==> src/rtl/mcpi_mul_sched.sv <==
// Two-requester 8x8 multiply scheduler over a shared external 4x4 multiplier.
// Define MCPI_SCHED_RR_EN for round-robin arbitration; default is fixed priority.
module mcpi_mul_sched (
  input  logic        clk,
  input  logic        rst,
  input  logic        req0,
  input  logic        req1,
  input  logic [7:0]  a0,
  input  logic [7:0]  b0,
  input  logic [7:0]  a1,
  input  logic [7:0]  b1,
  output logic        gnt0,
  output logic        gnt1,
  output logic        busy,
  output logic        done,
  output logic        done_id,
  output logic [15:0] result,
  output logic [3:0]  mul_a,
  output logic [3:0]  mul_b,
  input  logic [7:0]  mul_p
);

  typedef enum logic [1:0] {
    IDLE,
    MUL,
    DONE
  } state_e;

  state_e      state_q, state_d;
  logic [1:0]  step_q, step_d;
  logic [7:0]  a_q, a_d;
  logic [7:0]  b_q, b_d;
  logic        id_q, id_d;
  logic [15:0] acc_q, acc_d;
  logic [15:0] res_q, res_d;
  logic        did_q, did_d;
  logic        gnt_any;
  logic        pick1;

`ifdef MCPI_SCHED_RR_EN
  logic last_q, last_d;
  // last_q = 1 after reset so requester 0 wins the first tie
  assign pick1 = req1 & (~req0 | ~last_q);
`else
  assign pick1 = req1 & ~req0;
`endif

  assign gnt_any = (state_q == IDLE) & (req0 | req1) & ~rst;
  assign gnt1    = gnt_any & pick1;
  assign gnt0    = gnt_any & ~pick1;
  assign busy    = (state_q != IDLE);
  assign done    = (state_q == DONE);
  assign done_id = did_q;
  assign result  = res_q;

  always_comb begin
    state_d = state_q;
    step_d  = step_q;
    a_d     = a_q;
    b_d     = b_q;
    id_d    = id_q;
    acc_d   = acc_q;
    res_d   = res_q;
    did_d   = did_q;
    mul_a   = 4'h0;
    mul_b   = 4'h0;
`ifdef MCPI_SCHED_RR_EN
    last_d  = last_q;
`endif
    unique case (state_q)
      IDLE: begin
        if (gnt_any) begin
          a_d     = pick1 ? a1 : a0;
          b_d     = pick1 ? b1 : b0;
          id_d    = pick1;
          step_d  = 2'd0;
          acc_d   = 16'h0000;
          state_d = MUL;
`ifdef MCPI_SCHED_RR_EN
          last_d  = pick1;
`endif
        end
      end
      MUL: begin
        mul_a  = step_q[0] ? a_q[7:4] : a_q[3:0];
        mul_b  = step_q[1] ? b_q[7:4] : b_q[3:0];
        step_d = step_q + 2'd1;
        unique case (step_q)
          2'd0: acc_d = {8'h00, mul_p};
          2'd1,
          2'd2: acc_d = acc_q + {4'h0, mul_p, 4'h0};
          default: acc_d = acc_q + {mul_p, 8'h00};
        endcase
        if (step_q == 2'd3) begin
          res_d   = acc_d;
          did_d   = id_q;
          state_d = DONE;
        end
      end
      DONE: state_d = IDLE;
      default: state_d = IDLE;
    endcase
  end

  always_ff @(posedge clk) begin
    if (rst) begin
      state_q <= IDLE;
      step_q  <= 2'd0;
      a_q     <= 8'h00;
      b_q     <= 8'h00;
      id_q    <= 1'b0;
      acc_q   <= 16'h0000;
      res_q   <= 16'h0000;
      did_q   <= 1'b0;
`ifdef MCPI_SCHED_RR_EN
      last_q  <= 1'b1;
`endif
    end else begin
      state_q <= state_d;
      step_q  <= step_d;
      a_q     <= a_d;
      b_q     <= b_d;
      id_q    <= id_d;
      acc_q   <= acc_d;
      res_q   <= res_d;
      did_q   <= did_d;
`ifdef MCPI_SCHED_RR_EN
      last_q  <= last_d;
`endif
    end
  end

endmodule

==> config.mk <==
export PLATFORM = sky130hd
export DESIGN_NAME = mcpi_mul_sched
export DESIGN_NICKNAME = d
export VERILOG_FILES = /design/src/rtl/mcpi_mul_sched.sv
export SDC_FILE = /design/constraint.sdc
export NUM_CORES = 1
export LEC_CHECK = 0
export CORE_ASPECT_RATIO = 1.25
export CORE_MARGIN = 2
export CORE_UTILIZATION = 35
export CTS_BUF_LIST = sky130_fd_sc_hd__clkbuf_16
export DETAILED_ROUTE_END_ITERATION = 8
export GPL_TIMING_DRIVEN = 0
export SLEW_MARGIN = 15
export SYNTH_ARGS = -nofsm -noshare
export SYNTH_HDL_FRONTEND = slang
export SYNTH_SLANG_ARGS = --single-unit
==> constraint.sdc <==
create_clock -name clk -period 5.3 [get_ports clk]
set_input_delay 1.06 -clock clk [delete_from_list [all_inputs] [get_ports clk]]
set_output_delay 1.06 -clock clk [all_outputs]
set_load 0.005 [all_outputs]
==> parameters.txt <==
Parameter                              Value

Layout
  Final antenna diode count    0
  Net count of the finished layout    512
  Number of fillers in the final layout    871
  Area growth from synthesis to layout    32.5%
  Fraction of final layout cells sized beyond drive strength 1    0.0622

Die
  Die Outline Area    9700 um^2
  Chip Height    110 um
  Standard-cell row count    38
  Placeable core region    8700 um^2
  Overall die width    88.5 um
  Number of top-level pins    73
  Initial standard-cell utilization of the core    0.359

Clock tree
  Hold Buf Count CTS    0
  Post-CTS Setup Bufs    0
  Clock root buffer    clkbuf_16
  Clock-pin slew reported for the worst setup and hold paths after clock tree synthesis    0.07 ns
  Number of clock buffers inserted by TritonCTS    5
  Maximum count of clock buffers along a single path    2
  Clock latency on the worst-skew pair    0.29 ns
  Number of gates given a new drive strength after cts    0
  Htree depth    2
  Clock tree from TritonCTS    built
  Clock sink count    54

Route
  Drt wl/cell    15.3 um
  Final wirelength    8750 um
  Drc violations    0
  Post-detailed-route count of antenna-violating nets    0
  Vias    2956
  First-iteration detailed-routing DRC count    110
  Router iterations before antenna repair    7
  Vias per cell    5.19

Placement
  Port Buf Inserts    72
  Pre-CTS worst setup slack    1.15 ns
  Last weighted congestion value of the routability-driven placer    0.887
  Detailed-placement wirelength estimate    6800 um

STA
  Worst slew pin tran    0.695 ns
  RSZ-0062 raised after global routing    no
  Clock period minus worst slack    4.13 ns
  Worst relative slew slack    0.537
  Final count of hold timing violations    0
  Worst hold margin    0.455 ns
  Achievable frequency    242 MHz
  Final Slew Violations    0
  Final worst-path cycle share    0.779
  Layout Skew    0.00579 ns
  Worst-case setup margin in the final layout    1.17 ns
  Sum of negative setup slack    0 ns
  Setup-violating endpoint count in the final report    0

Pwr
  Power per cell area    240 nW/um^2
  Leakage power total    1.52 nW
  Maximum VDD drop    150 uV
  Power after layout    994 uW

Logic synthesis
  Synth Net Count    433
  Cells after Synth    370
  Distinct cells, synth    51
  Post-synth EDFFs    0
  Async set-reset flop share out of synthesis    0
  Post-synth top area cell    dfxtp_1
  Yosys warning count    0
  Primary FF master, synth    dfxtp_1
  Portion of synthesized cell area occupied by the leading cell type    0.346
  Cell with the most instances after synthesis    dfxtp_1
  #FFs+latches synth    54
  Post-Syn Area per Cell    8.44 um^2
  Main area contributors after synthesis    dfxtp_1, mux2i_1, ha_1
  Mapped cell area    3120 um^2
  Most frequent cells after synthesis    dfxtp_1, nor2_1, nand2_1, a21oi_1, mux2i_1
  Share of the yosys chip area belonging to registers    0.346

GRT
  Final global-route overflow total    0
  Vias in the first global route    2962
  Number of antenna violations at the first check in global routing    0
  First-pass GRT wire length    14400 um
  Total track usage    0.190
  Maximum number of pins on one net before global-route repair    18

Min path
  Class of the tightest hold or removal check    reg -> reg
  Worst hold path cell count    2

Job
  Number of maximum-capacitance violations    0

Setup path
  Worst Reg-to-Reg Cells    9
  CP endpoint kind    output pin
  Nature of the critical path startpoint    input port
  Worst path required time    4.24 ns
  Crit path kind    in -> out
  CP max FO    10
  CP arrival    3.07 ns

Status
  Status    completed
metrics by stage:
step                      utilization  std cells  area (um^2)
after floorplan                     -        370         3120
after global placement          0.459        562         3990
after detailed placement        0.459        562         3990
after CTS                       0.476        570         4140
after global routing            0.476        570         4140
final                           0.476        570         4140
cell families after synthesis:
kind of cell               synth area share
AOI/OAI and AO/OA                     0.218
adders and majority gates            0.0809
buffers and inverters                0.0377
and+or+nand+nor                       0.207
xor gates and xnor gates             0.0224
muxes                                0.0873
DFF                                   0.346
placed cells by master (no fill, tap or decap), drive strengths merged, types with 2 or more instances in the layout:
master	count
clkdlybuf4s50	72
dfxtp	54
nor2	52
nand2	36
a21oi	30
mux2i	25
a211oi	24
clkbuf	21
ha	17
a31oi	9
a22oi	9
nor3	8
buf	8
inv	7
nor2b	6
nand3	6
nand2b	5
xor2	5
nor3b	5
a21o	5
or2	4
o21ai	4
o2111ai	3
nand4b	3
xnor2	3
and2	2
and3	2
o21a	2
mux2	2
a32oi	2
nand3b	2
fa	2
a311oi	2
a221oi	2
o211ai	2
o21bai	2
worst max-delay path: stages:
cell	delay (ns)
clkdlybuf4s50_1	0.50
nor2b_1	0.14
buf_2	0.27
buf_2	0.33
nor3b_1	0.22
clkdlybuf4s50_1	0.55
final cells by class:
class	count	area [um^2]	area share
buffer	24	98.8	0.0239
multi-input combinational	287	1920	0.465
sequential	54	1080	0.261
timing repair buffer	72	721	0.174
inverter	5	18.8	0.00453
clock buffer	5	125	0.0302
clock inverter	3	20.0	0.00484
tap	120	150	0.0363
path summary, 6_finish.rpt:
path | startpoint | end | slack [ns]
worst max-delay path | req1 | gnt1 | 1.17
worst min-delay path | result[7] | result[7] | 0.45
worst max register to register | step_q[0] | acc_q[0] | 2.91
worst min register to register | result[7] | result[7] | 0.45
where the power goes:
part	internal, mW	leakage, nW	switching [mW]
Sequential	0.426	0.441	0.0126
Clock	0.176	0.0716	0.155
Combinational	0.107	1.01	0.118
Total	0.709	1.52	0.285
sequential cells by signal, indices dropped and copies added (netlist names):
signal / cells
acc_q: 16
result: 16
a_q: 8
b_q: 8
state_q: 2
step_q: 2
done_id: 1
id_q: 1
metal layers:
metal | GRT usage | wire, um
met2 | 0.333 | 4310
met5 | 0 | 0
met3 | 0.0368 | 432
met1 | 0.232 | 3790
met4 | 0.0649 | 217
Note: power is estimated with default switching activity, not from simulation.
==> patch 1: new RTL, same flow settings <==
The 3 states of `state_e` get a one-hot encoding in 3 bits.
--- a/src/rtl/mcpi_mul_sched.sv
+++ b/src/rtl/mcpi_mul_sched.sv
@@ -20,10 +20,10 @@
   input  logic [7:0]  mul_p
 );
 
-  typedef enum logic [1:0] {
-    IDLE,
-    MUL,
-    DONE
+  typedef enum logic [2:0] {
+    IDLE = 3'b001,
+    MUL  = 3'b010,
+    DONE = 3'b100
   } state_e;
 
   state_e      state_q, state_d;
Behaviour: same outputs for any inputs over 10 cycles, from zero or initial values and one cycle with rst high; not proved beyond that.
==> patch 1 against the unedited design <==
Cell area is 0.94% higher. Utilization up 0.18 points. Final cell count increased by 1.1%. Area after synthesis increased by 1.4%. Sequential cell count rose by 1. Worst setup slack better by 0.076 ns. Total power shrank 3.3%. Routed wire length increased by 2.0%. Clock power is 2% lower. Combinational power is 16% lower.
==> patch 1: results (changes against the unedited design) <==
Run status
  – Run status: finished clean (unchanged)

Final layout
  – Share of cells above drive strength 1: 7.68% (was 6.22%)
  – Ant diodes: 0 (unchanged)
  – Fillers: 900 (was 871)
  – NumNets Final: 518 (was 512)

Global route
  – First-pass GRT wire length: 14700 µm (was 14400 µm)
  – Total track usage: 19.4% (was 19.0%)
  – Pin count of the biggest net entering global routing: 17 (was 18)
  – Initial antenna violation count: 0 (unchanged)
  – Met2 Use GR: 34.3% (was 33.3%)
  – GR Util met1: 22.8% (was 23.2%)
  – Met3 GRT Util: 4.24% (was 3.68%)

Worst setup path
  – CP Max Fanout: 10 (unchanged)
  – RR Endpoint: acc_q[15] (was acc_q[0])
  – R2r setup slk: 2.88 ns (was 2.91 ns)
  – R2R cell count: 7 (was 9)
  – Reg2Reg Launch Point: step_q[0] (unchanged)
  – Delay-heaviest family, CP: buffers and inverters (unchanged)
  – WP data arrival: 2.99 ns (was 3.07 ns)
  – Max incr delay on CP: 0.55 ns (about the same)
  – Crit-path slowest cell: clkdlybuf4s50_1 (unchanged)

Min path
  – Hold_sp: result[14] (was result[7])
  – Hold path cells: 2 (unchanged)
  – Tightest Hold Check Type: register to register (unchanged)
  – Hold Path Sink: result[14] (was result[7])

Logic synthesis
  – Top cells by area, synth: dfxtp_1 35%, mux2i_1 7.6%, nor2_1 7.0%, ha_1 6.7%, a211oi_1 5.2% (was dfxtp_1 35%, mux2i_1 8.0%, ha_1 6.8%, nor2_1 6.1%, a211oi_1 5.8%)
  – Library cells used by synthesis: 57 (was 51)
  – Seq/Total Area, Yosys: 34.8% (was 34.6%)
  – Synth warn: 0 (unchanged)
  – Post-Syn Nets: 439 (was 433)
  – Main synth FF type: dfxtp_1 (unchanged)
  – Async S/R FF share, synth: 0% (unchanged)
  – Synth cell count leaders: 59 x nor2_1, 55 x dfxtp_1, 30 x nand2_1 (was 54 x dfxtp_1, 51 x nor2_1, 36 x nand2_1)

STA
  – Worst Skew: 0.00520 ns (was 0.00579 ns)
  – Max-slew headroom: 64.7% (was 53.7%)

Detailed routing
  – Via count: 3002 (was 2956)
  – First drt pass iteration count: 4 (was 7)
  – DR iter-0 viols: 109 (was 110)
  – Drt total wl: 8920 µm (was 8750 µm)

Clocking
  – PostCTS Resize Cnt: 0 (unchanged)
  – CTS clk-pin slew, worst paths: 0.07 ns (about the same)
  – Clk Tree Root Cell: clkbuf_16 (unchanged)
  – CTS Buf Count: 5 (unchanged)
  – H-tree lvl count: 2 (unchanged)
  – Worst skew pair latency: ~0.30 ns
  – Post-CTS Setup Inserts: 0 (unchanged)
  – CTS Buffer Depth: 2 (unchanged)

Place
  – Routability Congestion: 0.892 (was 0.887)
  – Pre-CTS worst setup slack: 1.24 ns (was 1.15 ns)
  – Port buffer count: 72 (unchanged)
  – Post-DP HPWL: 7070 µm (was 6800 µm)

Power and ir drop
  – P_leak: 1.50 nW (was 1.52 nW)
  – VDD IR max: 0.115 mV (was 0.150 mV)
## patch 1: final cells by class
cell class | count | area, µm² | share of cell area [%]
flip-flops and latches | 55 | 1100 | 26.4
inverters | 13 | 48.8 | 1.17
plain buffers | 23 | 123 | 2.94
clock buffers | 5 | 125 | 2.99
repair buffers | 72 | 721 | 17.3
well taps | 120 | 150 | 3.59
clock inverters | 3 | 16.3 | 0.389
multi-input cells | 285 | 1890 | 45.3
## patch 1: per-layer routing
metal  share of wire [%]  up-vias
met5                   0        -
met4                 2.7        0
met3                 6.0       20
met2                  49      103
met1                  42     1373
li1                    -     1506
## patch 1: worst max path at each step
stage	slack, ns	start	cells after the start	endpoint
2_1_floorplan	2.33	req1	4	gnt1
3_3_place_gp	1.24	req1	6	gnt1
3_5_place_dp	1.24	req1	6	gnt1
4_1_cts	1.22	req1	6	gnt1
5_1_grt	1.12	req1	6	gnt1
6_report	1.25	req1	6	gnt1
## patch 1: kinds of logic after synthesis
kind of cell               synth area share [%]
muxes                                      7.59
adders and majority gates                  7.98
and+or+nand+nor                            20.2
xor gates and xnor gates                   1.94
buffers and inverters                      5.42
DFF                                        34.8
AOI/OAI and AO/OA                          22.1
## patch 1: tightest hold or removal path: stages, from the launching register on
cell and delay [ns]:
dfxtp_1 0.31, nand2_1 0.05, a21oi_1 0.05
## patch 1: where the power goes
part           switching, mW  internal (mW)
sequential            0.0117          0.435
combinational         0.0977         0.0919
clock                  0.152          0.173
## patch 1: metrics by stage
| step | hold slack, ns | total power [mW] | cell area, µm² | cells |
|---|---|---|---|---|
| detailed placement | 0.446 | 0.646 | 4040 | 568 |
| floorplan | 0.432 | 0.570 | 3170 | 376 |
| CTS | 0.456 | 0.971 | 4180 | 576 |
| finish | 0.453 | 0.961 | 4180 | 576 |
| global route | 0.482 | 1.01 | 4180 | 576 |
| global placement | 0.445 | 0.644 | 4040 | 568 |
==> patch 2: new RTL, config.mk and constraints unchanged <==
Without the edit above. Build with the macro `MCPI_SCHED_RR_EN` defined.
--- a/src/rtl/mcpi_mul_sched.sv
+++ b/src/rtl/mcpi_mul_sched.sv
@@ -1,5 +1,7 @@
 // Two-requester 8x8 multiply scheduler over a shared external 4x4 multiplier.
 // Define MCPI_SCHED_RR_EN for round-robin arbitration; default is fixed priority.
+`define MCPI_SCHED_RR_EN
+
 module mcpi_mul_sched (
   input  logic        clk,
   input  logic        rst,
Behaviour: not the same (Yosys sat finds a counterexample within 10 cycles, from zero or initial values and one cycle with rst high).
==> patch 2 against the unedited design <==
Sequential cell count increased by 1. Routed wire length decreased by 1.4%. Cell area increased by 1.1%. Combinational power increased by 7%. Total power increased by 7.8%. Clock power increased by 15%. Worst setup slack got worse by 0.016 ns. Clock skew increased by 0.0037 ns. Global-route usage decreased by 0.67 points. Count of clock-buffer cells in the layout unchanged. Highest routed layer unchanged. Area after synthesis increased by 1.0%. Largest power group unchanged.
==> patch 2: results (changes against the unedited design) <==
Worst setup path
  – Worst Setup SP: req1 (unchanged)
  – RR Endpoint: acc_q[15] (was acc_q[0])
  – Setup crit end: gnt1 (unchanged)
  – Reg2Reg Launch Point: step_q[0] (unchanged)
  – R2R cell count: 9 (unchanged)
  – WP data arrival: 3.09 ns (was 3.07 ns)
  – Crit-path slowest cell: clkdlybuf4s50_1 (unchanged)
  – R2r setup slk: 2.83 ns (was 2.91 ns)
  – CP Max Fanout: 10 (unchanged)
  – Max incr delay on CP: 0.56 ns
  – Delay-heaviest family, CP: buffers and inverters (unchanged)

Clocking
  – H-tree lvl count: 2 (unchanged)
  – CTS Buf Count: 5 (unchanged)
  – CTS clk-pin slew, worst paths: 0.07 ns (about the same)
  – CTS Buffer Depth: 2 (unchanged)
  – PostCTS Resize Cnt: 0 (unchanged)
  – Clk Tree Root Cell: clkbuf_16 (unchanged)
  – Post-CTS Setup Inserts: 0 (unchanged)
  – Worst skew pair latency: 0.30 ns
  – CTS Sinks: 55 (was 54)

Logic synthesis
  – Top cells by area, synth: dfxtp_1 35%, mux2i_1 8.2%, ha_1 6.7%, a211oi_1 6.7%, nor2_1 6.1% (was dfxtp_1 35%, mux2i_1 8.0%, ha_1 6.8%, nor2_1 6.1%, a211oi_1 5.8%)
  – Synth cell count leaders: 55 x dfxtp_1, 51 x nor2_1, 32 x nand2_1 (was 54 x dfxtp_1, 51 x nor2_1, 36 x nand2_1)
  – Library cells used by synthesis: 58 (was 51)
  – Seq/Total Area, Yosys: 34.9% (was 34.6%)
  – Post-Syn Nets: 431 (was 433)
  – Async S/R FF share, synth: 0% (unchanged)
  – Synth warn: 0 (unchanged)

Final layout
  – Ant diodes: 0 (unchanged)
  – NumNets Final: 509 (was 512)
  – Share of cells above drive strength 1: 6.71% (was 6.22%)

Power and ir drop
  – VDD IR max: 0.125 mV (was 0.150 mV)
  – P_leak: 1.59 nW (was 1.52 nW)

STA
  – Worst setup margin: 1.15 ns (was 1.17 ns)
  – Worst Skew: 0.00946 ns (was 0.00579 ns)
  – Max-slew headroom: 48.7% (was 53.7%)
  – Hold WS: 0.454 ns (was 0.455 ns)

Global route
  – Initial antenna violation count: 0 (unchanged)
  – First-pass GRT wire length: 13900 µm (was 14400 µm)
  – Vias in the first global route: 2824 (was 2962)
  – Total track usage: 18.4% (was 19.0%)
  – Pin count of the biggest net entering global routing: 18 (unchanged)

Place
  – Post-DP HPWL: 6870 µm (was 6800 µm)
  – Routability Congestion: 0.920 (was 0.887)
  – Port buffer count: 71 (was 72)

Detailed routing
  – First drt pass iteration count: 4 (was 7)
  – Wire per inst: 15.2 µm (was 15.3 µm)
  – DR iter-0 viols: 99 (was 110)
  – Vias/cell: 5.19 (about the same)

Run status
  – Run status: finished clean (unchanged)

Min path
  – Tightest Hold Check Type: register to register (unchanged)
## patch 2: cell count changes in the layout (fill, tap and decap cells not counted), sizes merged, moves of 3 or more
cell     unedited run  this run
a21boi              0         4
nand3               6         9
a211oi             24        28
a22o                0         3
o2111ai             3         0
nand2              36        32
xnor2               3         6
a31oi               9         4
xor2                5         2
nor2b               6         3
## patch 2: how the worst min path moves through the flow
stage / from / to / slack (ns) / depth (start not counted)
2_1_floorplan: last_q / last_q / 0.43 / 2
3_3_place_gp: result[6] / result[6] / 0.44 / 2
3_5_place_dp: result[6] / result[6] / 0.45 / 2
4_1_cts: result[6] / result[6] / 0.46 / 2
5_1_grt: result[6] / result[6] / 0.46 / 2
6_report: result[12] / result[12] / 0.45 / 2
## patch 2: per-stage QoR
step | cell area (µm²) | total power [mW] | cells
final | 4190 | 1.07 | 567
after global routing | 4190 | 1.13 | 567
after CTS | 4190 | 1.08 | 567
after detailed placement | 4020 | 0.701 | 559
after global placement | 4020 | 0.697 | 559
after floorplan | 3160 | 0.610 | 368
## patch 2: cells by family after synthesis
family / Yosys count / share of synthesized area [%]
compound gates: 102 / 23.8
xor+xnor: 8 / 2.22
fa+ha+maj: 19 / 8.01
buf+inv: 32 / 4.24
flops: 55 / 34.9
mux: 27 / 8.60
simple gates: 125 / 18.2
## patch 2: routing by layer
metal,global-route usage [%],up-vias,part of all wire [%]
met4,7.03,0,2.1
met5,0,-,0
li1,-,1494,-
met1,23.1,1330,44
met3,3.28,17,5.8
met2,31.1,104,48
## patch 2: area by class of cell
cell class | instances | area [µm²]
inverter | 6 | 22.5
clock inverter | 3 | 43.8
timing repair buffer | 71 | 711
sequential | 55 | 1100
buffer | 26 | 111
multi-input combinational | 281 | 1920
clock buffer | 5 | 125
tap | 120 | 150
fill | 889 | 4520
## patch 2: report_power, final
part | internal [mW] | leakage, nW | switching [mW]
clock network | 0.223 | 0.0838 | 0.157
registers | 0.436 | 0.450 | 0.0155
logic | 0.114 | 1.05 | 0.126
## patch 2: worst register-to-register path, stage by stage (launching register included)
cell,delay (ns)
dfxtp_1,0.34
clkbuf_1,0.28
inv_1,0.14
ha_1,0.31
buf_2,0.23
nor2b_1,0.29
nand2_1,0.16
a21boi_0,0.16
a2111o_1,0.41
o211ai_2,0.07
